==> src/rtl/shared_reg_arbiter.sv <==
// Round-robin arbiter granting N requesters bounded write tenures on one shared W-bit register.
// The winner search starts at the rotating pointer, so the previous owner ends up with the lowest priority.
module shared_reg_arbiter #(
  parameter int unsigned W        = 8,
  parameter int unsigned ID_W     = 2,
  parameter int unsigned HOLD_MAX = 8
) (
  input  logic                         clk,
  input  logic                         reset,
  input  logic [(1 << ID_W)-1:0]       req,
  input  logic [(1 << ID_W)-1:0]       wen,
  input  logic [(1 << ID_W)*W-1:0]     wdata,
  output logic [(1 << ID_W)-1:0]       gnt,
  output logic [ID_W-1:0]              owner,
  output logic                         busy,
  output logic [W-1:0]                 q,
  output logic                         timeout
);

  localparam int unsigned N    = 1 << ID_W;
  localparam int unsigned HC_W = $clog2(HOLD_MAX + 1);

  typedef enum logic [1:0] {
    IDLE    = 2'd0,
    GRANT   = 2'd1,
    RELEASE = 2'd2
  } state_t;

  state_t          state;
  logic [ID_W-1:0] ptr;
  logic [HC_W-1:0] hold_cnt;
  logic [ID_W-1:0] win_c;
  logic [W-1:0]    lane_c;
  logic            last_c;

  // First requester at or after ptr; the index wraps naturally because N is a power of two.
  always_comb begin
    logic found;
    win_c = ptr;
    found = 1'b0;
    for (int k = 0; k < int'(N); k++) begin
      if (!found && req[ptr + ID_W'(k)]) begin
        win_c = ptr + ID_W'(k);
        found = 1'b1;
      end
    end
  end

  assign lane_c = wdata[int'(owner)*int'(W) +: W];
  assign last_c = (hold_cnt == HC_W'(HOLD_MAX - 1));

  always_ff @(posedge clk or negedge reset) begin
    if (!reset) begin
      state    <= IDLE;
      gnt      <= '0;
      owner    <= '0;
      busy     <= 1'b0;
      q        <= '0;
      timeout  <= 1'b0;
      ptr      <= '0;
      hold_cnt <= '0;
    end else begin
      timeout <= 1'b0;
      case (state)
        IDLE: begin
          if (|req) begin
            state    <= GRANT;
            owner    <= win_c;
            gnt      <= N'(1) << win_c;
            busy     <= 1'b1;
            hold_cnt <= '0;
          end
        end
        GRANT: begin
          hold_cnt <= hold_cnt + HC_W'(1);
          if (wen[owner]) begin
            q <= lane_c;
          end
          // A voluntary release takes precedence, so timeout only flags a still-requesting owner.
          if (!req[owner] || last_c) begin
            state   <= RELEASE;
            gnt     <= '0;
            busy    <= 1'b0;
            timeout <= req[owner];
            ptr     <= owner + ID_W'(1);
          end
        end
        RELEASE: state <= IDLE;
        default: state <= IDLE;
      endcase
    end
  end

endmodule

==> config.mk <==
export PLATFORM = sky130hd
export DESIGN_NAME = shared_reg_arbiter
export DESIGN_NICKNAME = d
export VERILOG_FILES = /design/src/rtl/shared_reg_arbiter.sv
export SDC_FILE = /design/constraint.sdc
export NUM_CORES = 1
export LEC_CHECK = 0
export ABC_AREA = 1
export ABC_CLOCK_PERIOD_IN_PS = 1720
export CORE_MARGIN = 8
export CORE_UTILIZATION = 30
export CTS_CLUSTER_DIAMETER = 30
export DETAILED_ROUTE_END_ITERATION = 16
export PLACE_DENSITY = 0.53
export SLEW_MARGIN = 20
export SYNTH_ARGS = -nofsm -noshare
export SYNTH_HDL_FRONTEND = slang
export SYNTH_SLANG_ARGS = --single-unit
==> constraint.sdc <==
create_clock -name clk -period 1.72 [get_ports clk]
set_clock_uncertainty 0.2 [all_clocks]
set_input_delay 0.258 -clock clk [delete_from_list [all_inputs] [get_ports clk]]
set_output_delay 0.258 -clock clk [all_outputs]
set_load 0.02 [all_outputs]
==> results of run 1 <==
[path summary, 6_finish.rpt]
path,startpoint,end,slack [ns],cells after the start
worst max-delay path,ptr[0],gnt[3],0.03,10
worst min-delay path,reset,q[2],0.15,2
worst min register to register,busy,busy,0.27,2
min in group clk,busy,busy,0.27,2
worst max register to register,ptr[0],gnt[3],0.03,10
max in group asynchronous,reset,ptr[0],0.91,2
[area by class of cell]
cell class                 count  area (µm²)  area share
multi-input combinational    179         972       0.380
timing repair buffer          80         766       0.300
sequential                    24         602       0.235
tap                           70        87.6      0.0343
inverter                      17        73.8      0.0289
clock buffer                   4        55.1      0.0215
[routing by layer]
| layer | wire (µm) | track usage | vias to the layer above |
|---|---|---|---|
| met2 | 2300 | 0.203 | 49 |
| met5 | 0 | 0 | - |
| li1 | - | - | 899 |
| met4 | 55 | 0.0393 | 0 |
| met3 | 399 | 0.0469 | 6 |
| met1 | 2030 | 0.140 | 768 |
[state kept, by name (all words and copies together), names as in the netlist]
name      cells
owner         2
q             8
busy          1
ptr           2
state         2
hold_cnt      4
timeout       1
gnt           4
[stage by stage]
stage | worst slack, ns | instances | hold slack [ns] | setup TNS, ns
after floorplan | 0.0927 | 228 | -0.238 | 0
after global placement | -0.241 | 367 | 0.257 | -2.21
after detailed placement | -0.255 | 367 | 0.265 | -2.29
after CTS | 0.000630 | 372 | 0.155 | 0
after global routing | -0.123 | 374 | 0.165 | -0.788
final | 0.0298 | 374 | 0.146 | 0
[report_power, final]
| part | internal [µW] | switching (µW) | leakage [µW] | total, µW |
|---|---|---|---|---|
| clock | 205 | 185 | 0.0000288 | 390 |
| sequential | 813 | 186 | 0.000290 | 1000 |
| combinational | 1370 | 1850 | 0.000947 | 3210 |
| total | 2390 | 2220 | 0.00127 | 4600 |
[synthesized netlist by cell type, drive strengths merged]
master / instances
nor2: 20
a21oi: 21
inv: 17
buf: 6
o22ai: 1
nand2: 98
nand4: 2
xor2: 1
dfrtp: 24
a32o: 8
nor3b: 1
o21ai: 11
o31ai: 1
clkbuf: 2
ha: 1
nand3: 14
[logic make-up (layout without fill, tap and decap cells)]
| logic type | Yosys count | count (layout) |
|---|---|---|
| xor+xnor | 1 | 1 |
| compound gates | 42 | 42 |
| fa+ha+maj | 1 | 1 |
| buf+inv | 25 | 101 |
| simple gates | 135 | 135 |
| flops | 24 | 24 |
[timing repair]
item                       4_1_cts  5_1_grt
cloned                           0        0
buffers inserted                 1        2
resized for setup               14       28
pin swaps                        2        9
setup endpoints to repair       14       20
==> results.tsv, run 1 <==
metric	value	unit
status	finished, final reports clean	
ios	58	
final_util	0.497	
cts_max_level	1	
synth.cell_area	1610	µm²
syn_avg_cell_area	7.06	µm²
path_delay_family	simple AND/OR/NAND/NOR gates	
drive_gt1_frac	0.240	
drtIter0Drc	53	
start_util	0.313	
tightestPinTransition	0.320	ns
cp_slowest_cell	dfrtp_2	
antenna_found_initial	0	
cts_root_buf	clkbuf_8	
power	4600	µW
critPathCaptureType	register	
rsz0062_at_grt	true	
path_buf_inv	2	
clockBufferDepth	2	
cts_buffers	3	
synth_compound_area_frac	0.165	
arrival	1.69	ns
fill_cells	519	
grt_max_degree	25	
synthAdderAreaFrac	0.00778	
cts_hold_buf	0	
cp_common_cell	nand3_2	
yosys.area.top_type_share	0.373	
grt_remaining_overflow	0	
io_buffers	57	
wire_per_inst	12.8	µm
core	5140	µm²
dpl_cell_area	2380	µm²
final_common_cell	nand2_1	
worstPathMaxFanout	5	
final_cell_mix	71 x nand2_1, 41 x clkdlybuf4s50_1, 23 x dfrtp_1	
ys_top_cells_by_area	dfrtp_1 37%, nand2_1 18%, nand2_2 8.2%	
grt_first_pass_wirelength	7600	µm
synth_cell_types	25	
yosys.area_share.simple	0.376	
synth_seq_cells	24	
synthMuxAreaShare	0	
antenna_left	0	
die_area	7960	µm²
cp_slowest_stage_delay	0.45	ns
powerDensity	1800	nW/µm²
clk_pin_slew	0.09	ns
hold_path_class	in2async	
wirelength	4780	µm
worstSkewPairLatency	0.27	ns
synth_cells	228	
cp-start-kind	register	
gp_congestion	0.889	
peakVddDrop	724	µV
synth_fp_nets	271	
place_hpwl	3730	µm
grt_usage	0.122	
dieHeight	89.2	µm
crit_type	reg2reg	
ys_warn_count	0	
maxSlewHeadroom	0.787	
die_x	89.2	µm
drc	0	
rows	26	
slew_violations	0	
vias_per_cell	4.60	
finalCritPeriodShare	0.983	
yosysTopAreaCell	dfrtp_1	
p_leak	0.00127	µW
synth_seq_area_share	0.373	
max-cap-violations	0	
setup_viol	0	
finalCriticalPeriod	1.69	ns
synthXorXnorAreaFrac	0.00544	
synth_top_family_by_area	simple AND/OR/NAND/NOR gates	
finalHoldViolCount	0	
antenna_cells	0	
cp_data_required_time	1.72	ns
crit_chain	buf_4 > nand2_2 > nand3_2 > nand2_4 > nand2_4 > inv_4 > nand3_2 > nand3_2 > nand2_2 > o21ai_1	
grt_pass1_vias	1728	
area_delta_synth_final	58.9	%
cts_tree	yes	
num_vias	1722	
first_pass_iters	4	
finalInstanceArea	2560	µm²
cts_sinks	24	
nets	348	
fmax	592	MHz
Power figures use the tool's default switching activity.
==> run 2, diff against run 1 <==
--- a/config.mk
+++ b/config.mk
@@ -12,6 +12,7 @@
 export CTS_CLUSTER_DIAMETER = 30
 export DETAILED_ROUTE_END_ITERATION = 16
 export PLACE_DENSITY = 0.53
+export RECOVER_POWER = 50
 export SLEW_MARGIN = 20
 export SYNTH_ARGS = -nofsm -noshare
 export SYNTH_HDL_FRONTEND = slang
==> run 2 against run 1 <==
Compared with the run above: final area barely moved; routed wire length down 0.19%; fmax barely moved; via count about the same; combinational power barely moved; worst hold slack improved by 0.12 ns; critical path depth is the same; register-to-register slack barely moved; first-iteration DRC count is the same; largest cell class unchanged; highest routed layer unchanged.
==> results.tsv, run 2 (synthesized netlist as in run 1, its figures left out) <==
metric	value	unit	change
final_cell_mix	71 x nand2_1, 40 x clkdlybuf4s50_1, 23 x dfrtp_1		
p_leak	0.00126	µW	about the same
drc	0		unchanged
vias_per_cell	4.60		about the same
hold_path_class	reg2reg		
cts_max_level	1		unchanged
reg2reg_from	ptr[0]		
ios	58		unchanged
largestRegisters	q (8), gnt (4), hold_cnt (4)		
whs	0.271	ns	+0.125 ns
arrival	1.69	ns	about the same
cp-start-kind	register		
nets	348		unchanged
place_hpwl	3730	µm	unchanged
finalCritPeriodShare	0.983		about the same
cts_hold_buf	0		unchanged
setup_viol	0		unchanged
slew_violations	0		unchanged
cts_root_buf	clkbuf_8		
antenna_cells	0		unchanged
grt_pass1_vias	1728		unchanged
io_buffers	57		unchanged
final_common_cell	nand2_1		
clockBufferDepth	2		unchanged
placed_cells_incl_taps	367		unchanged
die_x	89.2	µm	unchanged
largest_register_ffs	8		unchanged
area_delta_synth_final	58.7	%	about the same
worstHoldEndpoint	busy		
start_util	0.313		unchanged
ff2ff_path_depth	10		unchanged
fill_cells	520		+0.19%
core	5140	µm²	unchanged
fmax	592	MHz	about the same
met3_usage	0.0469		unchanged
grt_first_pass_wirelength	7600	µm	unchanged
clk_pin_slew	0.09	ns	about the same
worstPathMaxFanout	5		unchanged
wirelength	4770	µm	-0.19%
dpl_cell_area	2380	µm²	unchanged
die_area	7960	µm²	unchanged
setup_slack	0.0300	ns	+0.000173 ns
first_pass_iters	4		unchanged
regMostFlops	q		
drtIter0Drc	53		unchanged
r2r_end	gnt[3]		
powerDensity	1800	nW/µm²	about the same
grt_util_met2	0.203		unchanged
hp-start	busy		
hold_depth	2		
max-cap-violations	0		unchanged
cts_tree	yes		
use_met1	0.140		unchanged
num_vias	1721		-0.058%
finalInstanceArea	2550	µm²	about the same
grt_busiest_layer	met2		
drive_gt1_frac	0.240		unchanged
wire_per_inst	12.8	µm	-0.19%
rows	26		unchanged
crit_type	reg2reg		
cp_data_required_time	1.72	ns	about the same
antenna_found_initial	0		unchanged
gp_congestion	0.889		unchanged
rsz0062_at_grt	true		
maxSlewHeadroom	0.586		-0.201
grt_max_degree	25		unchanged
place_ws	-0.255	ns	unchanged
stdcell_count	374		unchanged
grt_remaining_overflow	0		unchanged
cts_sinks	24		unchanged
status	finished, final reports clean		
tightestPinTransition	0.620	ns	+0.301 ns
finalCriticalPeriod	1.69	ns	-0.000173 ns
dieHeight	89.2	µm	unchanged
r2r_slack	0.03	ns	about the same
antenna_left	0		unchanged
grt_usage	0.122		unchanged
critPathCaptureType	register		
finalHoldViolCount	0		unchanged
worstSkewPairLatency	0.27	ns	about the same
setup_tns	0	ns	unchanged
peakVddDrop	723	µV	about the same
cts_buffers	3		unchanged
-- run 2: final cells by class --
cell class	instances	area, µm²	area share
clock buffers	4	55.1	0.0216
inverters	17	73.8	0.0289
multi-input cells	179	972	0.381
flip-flops and latches	24	602	0.236
well taps	70	87.6	0.0343
repair buffers	80	763	0.299
-- run 2: metal layers --
layer | wire [µm] | share of wire | up-vias
met2 | 2290 | 0.48 | 52
met1 | 2020 | 0.42 | 765
li1 | - | - | 898
met3 | 401 | 0.084 | 6
met4 | 55 | 0.012 | 0
met5 | 0 | 0 | -
-- run 2: timing repair --
item,4_1_cts,5_1_grt
buffers inserted,1,2
gates resized for setup,14,28
setup endpoints to repair,14,20
pin swaps,2,9
-- run 2: report_power, final --
part           switching, µW  internal, µW  leakage, µW
clock                    185           205    0.0000288
sequential               186           813     0.000290
combinational           1850          1370     0.000947
total                   2220          2380      0.00126
-- run 2: worst max path at each step --
stage              from  slack [ns]     end
6_report         ptr[0]        0.03  gnt[3]
5_1_grt          ptr[1]       -0.12  gnt[0]
4_1_cts          ptr[0]      0.0006  gnt[2]
3_5_place_dp     req[3]       -0.25  gnt[1]
3_3_place_gp     req[3]       -0.24  gnt[1]
2_1_floorplan  owner[0]        0.09  gnt[3]
-- run 2: per-stage QoR --
stage | utilization | power [µW]
floorplan | - | 2920
CTS | 0.474 | 4390
detailed placement | 0.463 | 4010
global placement | 0.463 | 4010
finish | 0.497 | 4600
global route | 0.497 | 5060
-- run 2: worst max-delay path, stage by stage, from the launching register on --
cell and delay [ns]:
dfrtp_2 0.45, buf_4 0.15, nand2_2 0.08, nand3_2 0.10, nand2_4 0.12, nand2_4 0.08
inv_4 0.07, nand3_2 0.06, nand3_2 0.09, nand2_2 0.08, o21ai_1 0.14
